### src/rtl/mul_sequencer_pkg.sv
// Shared definitions for the iterative multiply sequencer: ALU opcodes
// understood by the execute-stage ALU and the sequencer state encoding.
package mul_sequencer_pkg;

   localparam logic [3:0] ALU_ADD = 4'b0000;
   localparam logic [3:0] ALU_SUB = 4'b0001;
   localparam logic [3:0] ALU_AND = 4'b0010;
   localparam logic [3:0] ALU_ORR = 4'b0011;
   localparam logic [3:0] ALU_EOR = 4'b0110;
   localparam logic [3:0] ALU_RSB = 4'b1000;

   typedef enum logic [1:0] {
      MS_IDLE = 2'b00,
      MS_ITER = 2'b01,
      MS_DONE = 2'b10
   } ms_state_e;

endpackage

### src/rtl/mul_sequencer.sv
// Shift-and-add MUL/MLA sequencer. Borrows the shared execute-stage ALU for
// one ADD per granted cycle, accumulating the partial product in prod_q.
module mul_sequencer
   import mul_sequencer_pkg::*;
#(
   parameter int WIDTH      = 32,
   parameter bit EARLY_EXIT = 1'b0
) (
   input  logic             clk,
   input  logic             reset,
   input  logic             start,
   input  logic             accumulate,
   input  logic [WIDTH-1:0] a,
   input  logic [WIDTH-1:0] b,
   input  logic [WIDTH-1:0] acc,
   output logic             alu_req,
   input  logic             alu_gnt,
   output logic [WIDTH-1:0] alu_a,
   output logic [WIDTH-1:0] alu_b,
   output logic [3:0]       alu_control,
   input  logic [WIDTH-1:0] alu_result,
   output logic             busy,
   output logic             done,
   output logic [WIDTH-1:0] product,
   output logic [1:0]       mul_flags
);

   // One extra bit so the counter can never wrap before the final iteration.
   localparam int               CNT_W    = $clog2(WIDTH) + 1;
   localparam logic [CNT_W-1:0] CNT_LAST = CNT_W'(WIDTH - 1);
   localparam logic [CNT_W-1:0] CNT_ONE  = CNT_W'(1);

   ms_state_e        state_q, state_d;
   logic [WIDTH-1:0] mcand_q, mcand_d;
   logic [WIDTH-1:0] mplier_q, mplier_d;
   logic [WIDTH-1:0] prod_q, prod_d;
   logic [CNT_W-1:0] cnt_q, cnt_d;
   logic [WIDTH-1:0] product_q, product_d;
   logic [1:0]       flags_q, flags_d;

   // Next-state, datapath update and ALU request logic.
   always_comb begin
      state_d     = state_q;
      mcand_d     = mcand_q;
      mplier_d    = mplier_q;
      prod_d      = prod_q;
      cnt_d       = cnt_q;
      product_d   = product_q;
      flags_d     = flags_q;
      alu_req     = 1'b0;
      alu_a       = '0;
      alu_b       = '0;
      alu_control = ALU_ADD;
      busy        = 1'b0;
      done        = 1'b0;

      case (state_q)
         MS_IDLE: begin
            if (start) begin
               mcand_d  = a;
               mplier_d = b;
               prod_d   = accumulate ? acc : '0;
               cnt_d    = '0;
               state_d  = MS_ITER;
            end
         end

         MS_ITER: begin
            busy    = 1'b1;
            alu_req = 1'b1;
            alu_a   = prod_q;
            alu_b   = mplier_q[0] ? mcand_q : '0;
            // Without a grant every register simply holds and the request stays up.
            if (alu_gnt) begin
               prod_d   = alu_result;
               mcand_d  = mcand_q << 1;
               mplier_d = mplier_q >> 1;
               cnt_d    = cnt_q + CNT_ONE;
               if ((cnt_q == CNT_LAST) || (EARLY_EXIT && (mplier_d == '0))) begin
                  // Capture the final sum directly so product is valid during DONE.
                  product_d = alu_result;
                  flags_d   = {alu_result[WIDTH-1], (alu_result == '0)};
                  state_d   = MS_DONE;
               end
            end
         end

         MS_DONE: begin
            busy    = 1'b1;
            done    = 1'b1;
            state_d = MS_IDLE;
         end

         default: state_d = MS_IDLE;
      endcase
   end

   // Control state and architecturally visible results, cleared by reset.
   always_ff @(posedge clk) begin
      if (reset) begin
         state_q   <= MS_IDLE;
         cnt_q     <= '0;
         product_q <= '0;
         flags_q   <= 2'b00;
      end else begin
         state_q   <= state_d;
         cnt_q     <= cnt_d;
         product_q <= product_d;
         flags_q   <= flags_d;
      end
   end

   // Working datapath registers; always reloaded on an accepted start.
   always_ff @(posedge clk) begin
      mcand_q  <= mcand_d;
      mplier_q <= mplier_d;
      prod_q   <= prod_d;
   end

   assign product   = product_q;
   assign mul_flags = flags_q;

endmodule

### config.mk
export PLATFORM = sky130hd
export DESIGN_NAME = mul_sequencer
export DESIGN_NICKNAME = d
export VERILOG_FILES = /design/src/rtl/mul_sequencer_pkg.sv /design/src/rtl/mul_sequencer.sv
export SDC_FILE = /design/constraint.sdc
export NUM_CORES = 1
export LEC_CHECK = 0
export ABC_CLOCK_PERIOD_IN_PS = 3400
export BUFFER_PORTS_ARGS = -buffer_cell sky130_fd_sc_hd__buf_4
export CORE_MARGIN = 2
export CORE_UTILIZATION = 25
export DETAILED_ROUTE_END_ITERATION = 16
export GPL_TIMING_DRIVEN = 0
export REMOVE_ABC_BUFFERS = 1
export SETUP_SLACK_MARGIN = 0.02
export SYNTH_ARGS = -nofsm -noshare
export SYNTH_HDL_FRONTEND = slang
export SYNTH_SLANG_ARGS = --single-unit
### constraint.sdc
create_clock -name clk -period 3.4 [get_ports clk]
set_input_delay 0.51 -clock clk [delete_from_list [all_inputs] [get_ports clk]]
set_output_delay 0.51 -clock clk [all_outputs]
set_load 0.005 [all_outputs]
# Word level (Yosys, flattened, before mapping)
# Index checks and enable logic that the tools add are counted.
dict set report word_totals {
  memories 0
  mem_bits_ro 0
  ramBits 0
  latchBits 0
  output_inout_bits 105
  input_bits 133
  regBits 138
  word_cells 44
}
dict set report classes {
  mul 0
  n_addsub 1
  n_div 0
  n_reduce_logical 7
  n_eq_ne 6
  muxes 23
  magnitude_cmp 0
  n_shift 0
  bitwise_logic 0
}
# cell count
set ops {}
lappend ops {{two-way mux 32 bit} 10}
lappend ops {{one-hot mux 32 bit (2 select lines)} 3}
lappend ops {{zero test 32 bit} 1}
lappend ops {{two-way mux 6 bit} 2}
lappend ops {{one-hot mux 6 bit (2 select lines)} 1}
lappend ops {{AND reduction 3 bit} 3}
lappend ops {{adder 6 x 1 -> 6 bit (second input constant)} 1}
lappend ops {{equality test 6 x 5 -> 1 bit (second input constant)} 1}
lappend ops {{two-way mux 2 bit} 3}
lappend ops {{inequality test 2 bit (second input constant)} 3}
lappend ops {{one-hot mux 2 bit (2 select lines)} 1}
lappend ops {{two-way mux 1 bit} 3}
lappend ops {{equality test 2 x 1 -> 1 bit (second input constant)} 1}
lappend ops {{equality test 2 bit (second input constant)} 1}
lappend ops {{zero test 2 bit} 1}
lappend ops {{nonzero test 2 bit} 1}
lappend ops {{OR reduction 2 bit} 1}

# Logic depth before layout (Yosys ltp)
# Gate-level depths: netlist of the first run.
dict set report depth {
  depth_word 4
  ltp_mapped 8
  mapped_depth_nobuf 6
}

# Worst setup path before layout of the first run
# OpenSTA, ideal clock, no wires.
dict set report synth_timing {
  kind {register -> register}
  from {register state_q[1]}
  to {register mcand_q[0] (enable)}
  setup_time_ps 466
  arrival_ps 3267
  path_slack_ps -333
  period_less_slack_ps 3733
  required_ps 2934
  stages_incl_launch_ff 6
  n_path_buf 1
  path_cell_list {dfxtp_1 inv_1 ha_1 buf_2 mux2_2 and2_1}
}
dict set report synth_via {
  elab_chain_len 3
  word_cells_on_any_way 6
  classes_between {3 x eq/ne; 3 x reduce/logical}
}
# element line_no
set synth_rtl {}
lappend synth_rtl {{start, declared} mul_sequencer.sv:33} ;# ms_state_e state_q, state_d;
lappend synth_rtl {{start signal, assigned} mul_sequencer.sv:106} ;# state_q <= state_d;
lappend synth_rtl {{equality test 2 x 1 -> 1 bit or zero test 2 bit (tied branches)} mul_sequencer.sv:57} ;# case (state_q)
lappend synth_rtl {{inequality test 2 bit (no source line) or nonzero test 2 bit (tied branches)} n/a}
lappend synth_rtl {{AND reduction 3 bit (no source line) *} n/a}
lappend synth_rtl {{end signal, assigned} mul_sequencer.sv:115} ;# mcand_q <= mcand_d;
lappend synth_rtl {{end, declared} mul_sequencer.sv:34} ;# logic [WIDTH-1:0] mcand_q, mcand_d;
# Every way passes the cells marked *; elsewhere a longest branch is shown, timed or not.
# A chain may end at the register's enable or synchronous reset.

# Worst setup path after layout of the first run
dict set report layout_timing {
  from {register state_q[1]}
  to {output port alu_b[18]}
}
dict set report layout_via {
  elab_chain_len 2
}
# element line_no
set layout_rtl {}
lappend layout_rtl {{equality test 2 x 1 -> 1 bit} mul_sequencer.sv:57}
lappend layout_rtl {{two-way mux 32 bit} mul_sequencer.sv:57}
lappend layout_rtl {{end, declared} mul_sequencer.sv:19} ;# output logic [WIDTH-1:0] alu_b,
# No other way between the ends.

==> results by group, run 1 <==
Clock tree
  – Worst skew pair latency: 0.41 ns
  – Hold bufs inserted after CTS: 0
  – Largest buffer count on any clock path: 2
  – CTS root buffer: clkbuf_16
  – CTS Sinks: 137
  – CTS tree: done
  – Post-CTS Setup Inserts: 0
  – Depth of the CTS H-tree: 4
  – Clock slew at reported path FFs: 0.06 ns
  – CTS resizes: 0
  – TritonCTS buffer count: 17

STA
  – Worst Skew: 0.00891 ns
  – Final Hold Fails: 0
  – Crit path setup slack, layout: 0.600 ns
  – Period utilization: 82.4%
  – Fin Hold WS: 0.358 ns
  – Count of final max-slew check failures: 0
  – Post-layout minimum cycle time: 2.80 ns
  – Worst slew pin tran: 0.970 ns
  – Fmax: 357 MHz
  – Final setup vio count: 0
  – Rel. slew slack: 35.2%
  – RSZ-0062 raised after global routing: false

GRT
  – Total grt overflow: 0
  – First-pass GRT wire length: 25.9 mm
  – GRT Total Usage: 12.9%
  – Vias in the first global route: 4623
  – Initial antenna violation count: 0
  – Pin count of the biggest net entering global routing: 88

Final layout
  – Finished layout cell area: 8820 um^2
  – Ant diodes: 0
  – Nets: 856
  – Layout cells sized above 1: 46.0%
  – Most frequent cells in the layout: 233 x buf_4, 96 x edfxtp_1, 66 x nand2_1
  – Area Growth Syn to Fin: 42.5%
  – Commonest non-fill, non-tap cell in the layout: buf_4

Route
  – Initial DRC count: 183
  – Avg Vias per Cell: 4.37
  – Via count: 4607
  – Detailed Routing Iterations Pass 1: 4
  – Antenna Violating Nets Remaining: 0
  – DRC violations left: 0
  – Routed WL per cell: 16.2 um
  – Drt total wl: 17.1 mm

Synthesis
  – Seq/Total Area, Yosys: 59.8%
  – Post-synth top flop: edfxtp_1
  – Synthesized area: 6190 um^2
  – Synth async-reset ratio: 0%
  – Flops & latches, synth: 137
  – Count of unique library cells instantiated by Yosys: 41
  – Synthesized area per cell: 12.4 um^2
  – Yosys warning total: 0
  – Post-Syn Instances: 499
  – Post-synth EDFFs: 96

Placement
  – Routability congestion estimate: 0.762
  – Detailed Place HPWL: 11.8 mm
  – Post-placement setup slack: 0.630 ns
  – Post-DP Area: 8270 um^2
  – # port buffers: 233

Worst setup path
  – Worst flop-to-flop path startpoint: state_q[1]
  – Arrival time worst endpoint: 2.29 ns
  – CP most frequent cell: buf_16
  – CP Capture Type: output port
  – Crit path launch type: flip-flop
  – CP max stage cell: ha_4
  – CP delay by family, top: buffers and inverters
  – Worst reg2reg path depth: 6
  – Worst stage delay on the critical path: 0.40 ns
  – Critical R2R Capture: mcand_q[21]
  – Flop-to-flop setup slack: 0.71 ns
  – Maximum fanout along the worst path: 87
  – Critical setup path kind: flip-flop to output port
  – WP buf/inv: 4
  – Worst endpoint required time: 2.89 ns
  – Crit-path cells: inv_1 > ha_4 > buf_16 > buf_16 > and3_1 > buf_4

Floorplanning
  – I/O pin count: 238
  – Initial Utilization: 25.5%
  – Core ar.: 24300 um^2
  – Die Wd: 161 um
  – Site Rows: 57
  – Die height: 161 um
  – Die ar.: 26000 um^2

Power and ir drop
  – Leak: 3.62 nW
  – Worst vdd ir: 287 uV
  – Power per Cell Area: 650 nW/um^2

Worst hold path
  – Hold Crit Endpoint: product[30]
  – Hold Crit Class: primary input to flip-flop
  – Hold path depth: 3
  – Hold path start: alu_result[30]

Run status
  – Outcome: finished clean

Run
  – # Max-Cap Violations: 0
## logic make-up after synthesis
family | share of synthesized area, %
other | 0.0606
DFF | 59.8
AOI/OAI and AO/OA | 8.19
xor gates and xnor gates | 0.566
adders and majority gates | 1.01
and+or+nand+nor | 14.9
muxes | 11.8
buffers and inverters | 3.70
## state kept, by name, indices dropped and copies added, names as in the netlist
signal	count
mul_flags	2
product	31
mcand_q	32
cnt_q	6
prod_q	32
state_q	2
mplier_q	32
## worst register-to-register path, cell delays in order (launching register included)
cell and delay [ns]:
dfxtp_1 0.31, inv_1 0.14, ha_4 0.40, buf_16 0.29, mux2_2 0.26, and2_4 0.57
buf_16 0.36
## where the power goes
group | total [mW] | internal (mW) | leakage [nW] | switching (mW)
Combinational | 1.51 | 0.782 | 2.09 | 0.727
Clock | 1.77 | 1.07 | 0.260 | 0.699
Sequential | 2.46 | 2.32 | 1.26 | 0.133
Total | 5.73 | 4.17 | 3.62 | 1.56
## how the worst max path moves through the flow
stage | from | end | slack, ns | depth (start not counted)
6_report | state_q[1] | alu_b[18] | 0.60 | 6
5_1_grt | state_q[1] | alu_b[14] | 0.42 | 6
4_1_cts | state_q[1] | alu_b[18] | 0.53 | 6
3_5_place_dp | state_q[1] | mcand_q[16] | 0.63 | 6
3_3_place_gp | state_q[1] | mcand_q[16] | -6.40 | 4
2_1_floorplan | state_q[1] | mcand_q[0] | -3.14 | 4
## stage by stage
| stage | util, % | instances | total power [mW] | setup TNS (ns) |
|---|---|---|---|---|
| 5_1_grt | 36.3 | 1055 | 6.05 | 0 |
| 3_3_place_gp | 33.5 | 1018 | 4.10 | -1302.42 |
| 2_1_floorplan | - | 461 | 3.36 | -503.55 |
| 4_1_cts | 36.3 | 1055 | 5.84 | 0 |
| 6_report | 36.3 | 1055 | 5.73 | 0 |
| 3_5_place_dp | 34.0 | 1023 | 4.04 | 0 |
## layout make-up
| type | instances | area, um^2 |
|---|---|---|
| clock buffer | 25 | 487 |
| clock inverter | 7 | 70.1 |
| fill | 2432 | 15500 |
| inverter | 3 | 11.3 |
| multi-input combinational | 321 | 2290 |
| sequential | 137 | 3700 |
| tap | 324 | 405 |
| timing repair buffer | 238 | 1850 |
## cell usage after synthesis (2+ instances only)
cell | n | area (um^2)
mux2_2 | 63 | 709
nor2b_1 | 6 | 37.5
xor2_1 | 3 | 26.3
dfxtp_1 | 41 | 821
a22o_1 | 32 | 280
inv_1 | 2 | 7.51
and2_1 | 35 | 219
and3_1 | 32 | 200
mux2i_1 | 2 | 20.0
nand2b_1 | 4 | 25.0
clkbuf_1 | 19 | 71.3
edfxtp_1 | 96 | 2880
buf_6 | 4 | 45.0
a21oi_1 | 34 | 170
buf_2 | 12 | 60.1
nand2_1 | 66 | 248
ha_1 | 5 | 62.6
nand4_1 | 3 | 18.8
buf_4 | 5 | 37.5
nor4_1 | 7 | 43.8
nand3_1 | 3 | 15.0
nor2_1 | 6 | 22.5
## per-layer routing
layer,GRT usage (%),wire length [um],vias to the layer above
met5,0,0,-
met4,4.14,238,0
met3,4.44,1480,16
met2,21.2,8010,173
met1,16.0,7330,2172
li1,-,-,2246
(Power assumes the default switching activity.)
==> run 2: changes to the inputs <==
- ABC_CLOCK_PERIOD_IN_PS: 3400 -> 2300
- clock period: 3.4 -> 2.3 ns (I/O delays scaled with it)
==> results by group, run 2 (same netlist as run 1, synthesis figures left out) <==
STA
  – Period utilization: 93.5%
  – Worst slew pin tran: 0.912 ns
  – Final setup vio count: 0
  – Post-layout minimum cycle time: 2.15 ns
  – Fmax: 465 MHz
  – Count of final max-slew check failures: 0
  – RSZ-0062 raised after global routing: false
  – Worst Skew: 0.0111 ns
  – Final Hold Fails: 0
  – Rel. slew slack: 39.0%

Worst setup path
  – Critical path destination: alu_b[18]
  – Arrival time worst endpoint: 1.81 ns
  – Critical setup path kind: flip-flop to output port
  – Worst flop-to-flop path startpoint: state_q[1]
  – Worst endpoint required time: 1.96 ns
  – Maximum fanout along the worst path: 44
  – Crit path launch type: flip-flop
  – Critical path startpoint: state_q[1]
  – Flop-to-flop setup slack: 0.20 ns
  – Critical R2R Capture: product[25]
  – Worst reg2reg path depth: 7
  – CP Capture Type: output port

Route
  – Routed WL per cell: 17.1 um
  – Detailed Routing Iterations Pass 1: 4
  – Initial DRC count: 233
  – Drt total wl: 18.2 mm
  – Avg Vias per Cell: 4.41
  – Via count: 4684
  – DRC violations left: 0
  – Antenna Violating Nets Remaining: 0

Floorplanning
  – Site Rows: 57
  – I/O pin count: 238
  – Die ar.: 26000 um^2
  – Die height: 161 um
  – Die Wd: 161 um
  – Initial Utilization: 25.5%
  – Core ar.: 24300 um^2

Placement
  – Detailed Place HPWL: 11.8 mm
  – Routability congestion estimate: 0.762
  – # port buffers: 233
  – Post-DP Area: 8270 um^2

Final layout
  – Finished layout cell area: 8920 um^2
  – Commonest non-fill, non-tap cell in the layout: buf_4
  – Final Core Density: 36.7%
  – Ant diodes: 0
  – Most frequent cells in the layout: 235 x buf_4, 96 x edfxtp_1, 66 x nand2_1
  – Top flop regs: mcand_q x32, mplier_q x32, prod_q x32
  – Layout cells sized above 1: 46.5%
  – Nets: 863
  – Area Growth Syn to Fin: 44.1%

Power and ir drop
  – Leak: 3.67 nW
  – Worst vdd ir: 417 uV
  – Power per Cell Area: 970 nW/um^2

GRT
  – First-pass GRT wire length: 27.0 mm
  – Pin count of the biggest net entering global routing: 59
  – Initial antenna violation count: 0
  – GRT Total Usage: 13.6%
  – Total grt overflow: 0
  – Vias in the first global route: 4728

Clock tree
  – Worst skew pair latency: 0.41 ns
  – TritonCTS buffer count: 17
  – Depth of the CTS H-tree: 4
  – CTS Sinks: 137
  – Largest buffer count on any clock path: 2
  – CTS root buffer: clkbuf_16
  – CTS resizes: 0
  – CTS tree: done
  – Hold bufs inserted after CTS: 0
  – Clock slew at reported path FFs: 0.06 ns

Worst hold path
  – Hold Crit Class: primary input to flip-flop

Run status
  – Outcome: finished clean

Run
  – # Max-Cap Violations: 0
==> run 2: layout make-up <==
cell class | instances | area, um^2
fillers | 2428 | 15400
flip-flops and latches | 137 | 3700
multi-input cells | 323 | 2310
repair buffers | 243 | 1940
clock buffers | 25 | 487
well taps | 324 | 405
clock inverters | 7 | 70.1
inverters | 3 | 11.3
==> run 2: power breakdown <==
| group | internal [mW] | total [mW] | switching (mW) |
|---|---|---|---|
| Combinational | 1.26 | 2.42 | 1.16 |
| Clock | 1.58 | 2.61 | 1.03 |
| Sequential | 3.43 | 3.63 | 0.197 |
==> run 2: stage by stage <==
step / cells / total power, mW / hold WS, ns / TNS (ns) / setup slack [ns]
2_1_floorplan: 461 / 4.96 / 0.414 / -820.63 / -4.24
3_3_place_gp: 1018 / 5.30 / 0.443 / -1619.49 / -7.50
3_5_place_dp: 1023 / 5.97 / 0.448 / -38.26 / -0.470
4_1_cts: 1061 / 8.76 / 0.170 / 0 / 0.0466
5_1_grt: 1062 / 9.14 / 0.171 / 0 / 0.0192
6_report: 1062 / 8.65 / 0.193 / 0 / 0.149
==> run 2: repair_timing <==
action                                 in CTS  in global routing
pin swaps                                   1                  0
setup endpoints to repair                 166                101
endpoints found under the hold margin       0                  0
gates cloned                                3                  1
setup buffers                               3                  0
==> run 2: how the worst min path moves through the flow <==
stage / startpoint / endpoint / slack, ns / depth (start not counted)
global route: alu_result[30] / product[30] / 0.17 / 3
global placement: product[18] / product[18] / 0.44 / 2
finish: alu_result[5] / product[5] / 0.19 / 3
CTS: alu_result[30] / product[30] / 0.17 / 3
floorplan: reset / cnt_q[0] / 0.41 / 1
detailed placement: product[14] / product[14] / 0.45 / 2
==> run 2: critical path: stages, from the launching register on <==
cell     delay [ns]
dfxtp_1        0.31
inv_1          0.14
ha_4           0.21
buf_16         0.20
buf_16         0.21
and3_1         0.19
buf_4          0.12
==> run 2: routing by layer <==
layer	routed length (um)	GRT usage, %	vias to the layer above	part of all wire [%]
met2	8670	22.5	178	48
met5	0	0	-	0
li1	-	-	2265	-
met4	146	4.14	0	0.80
met1	7990	17.0	2231	44
met3	1360	4.24	10	7.5
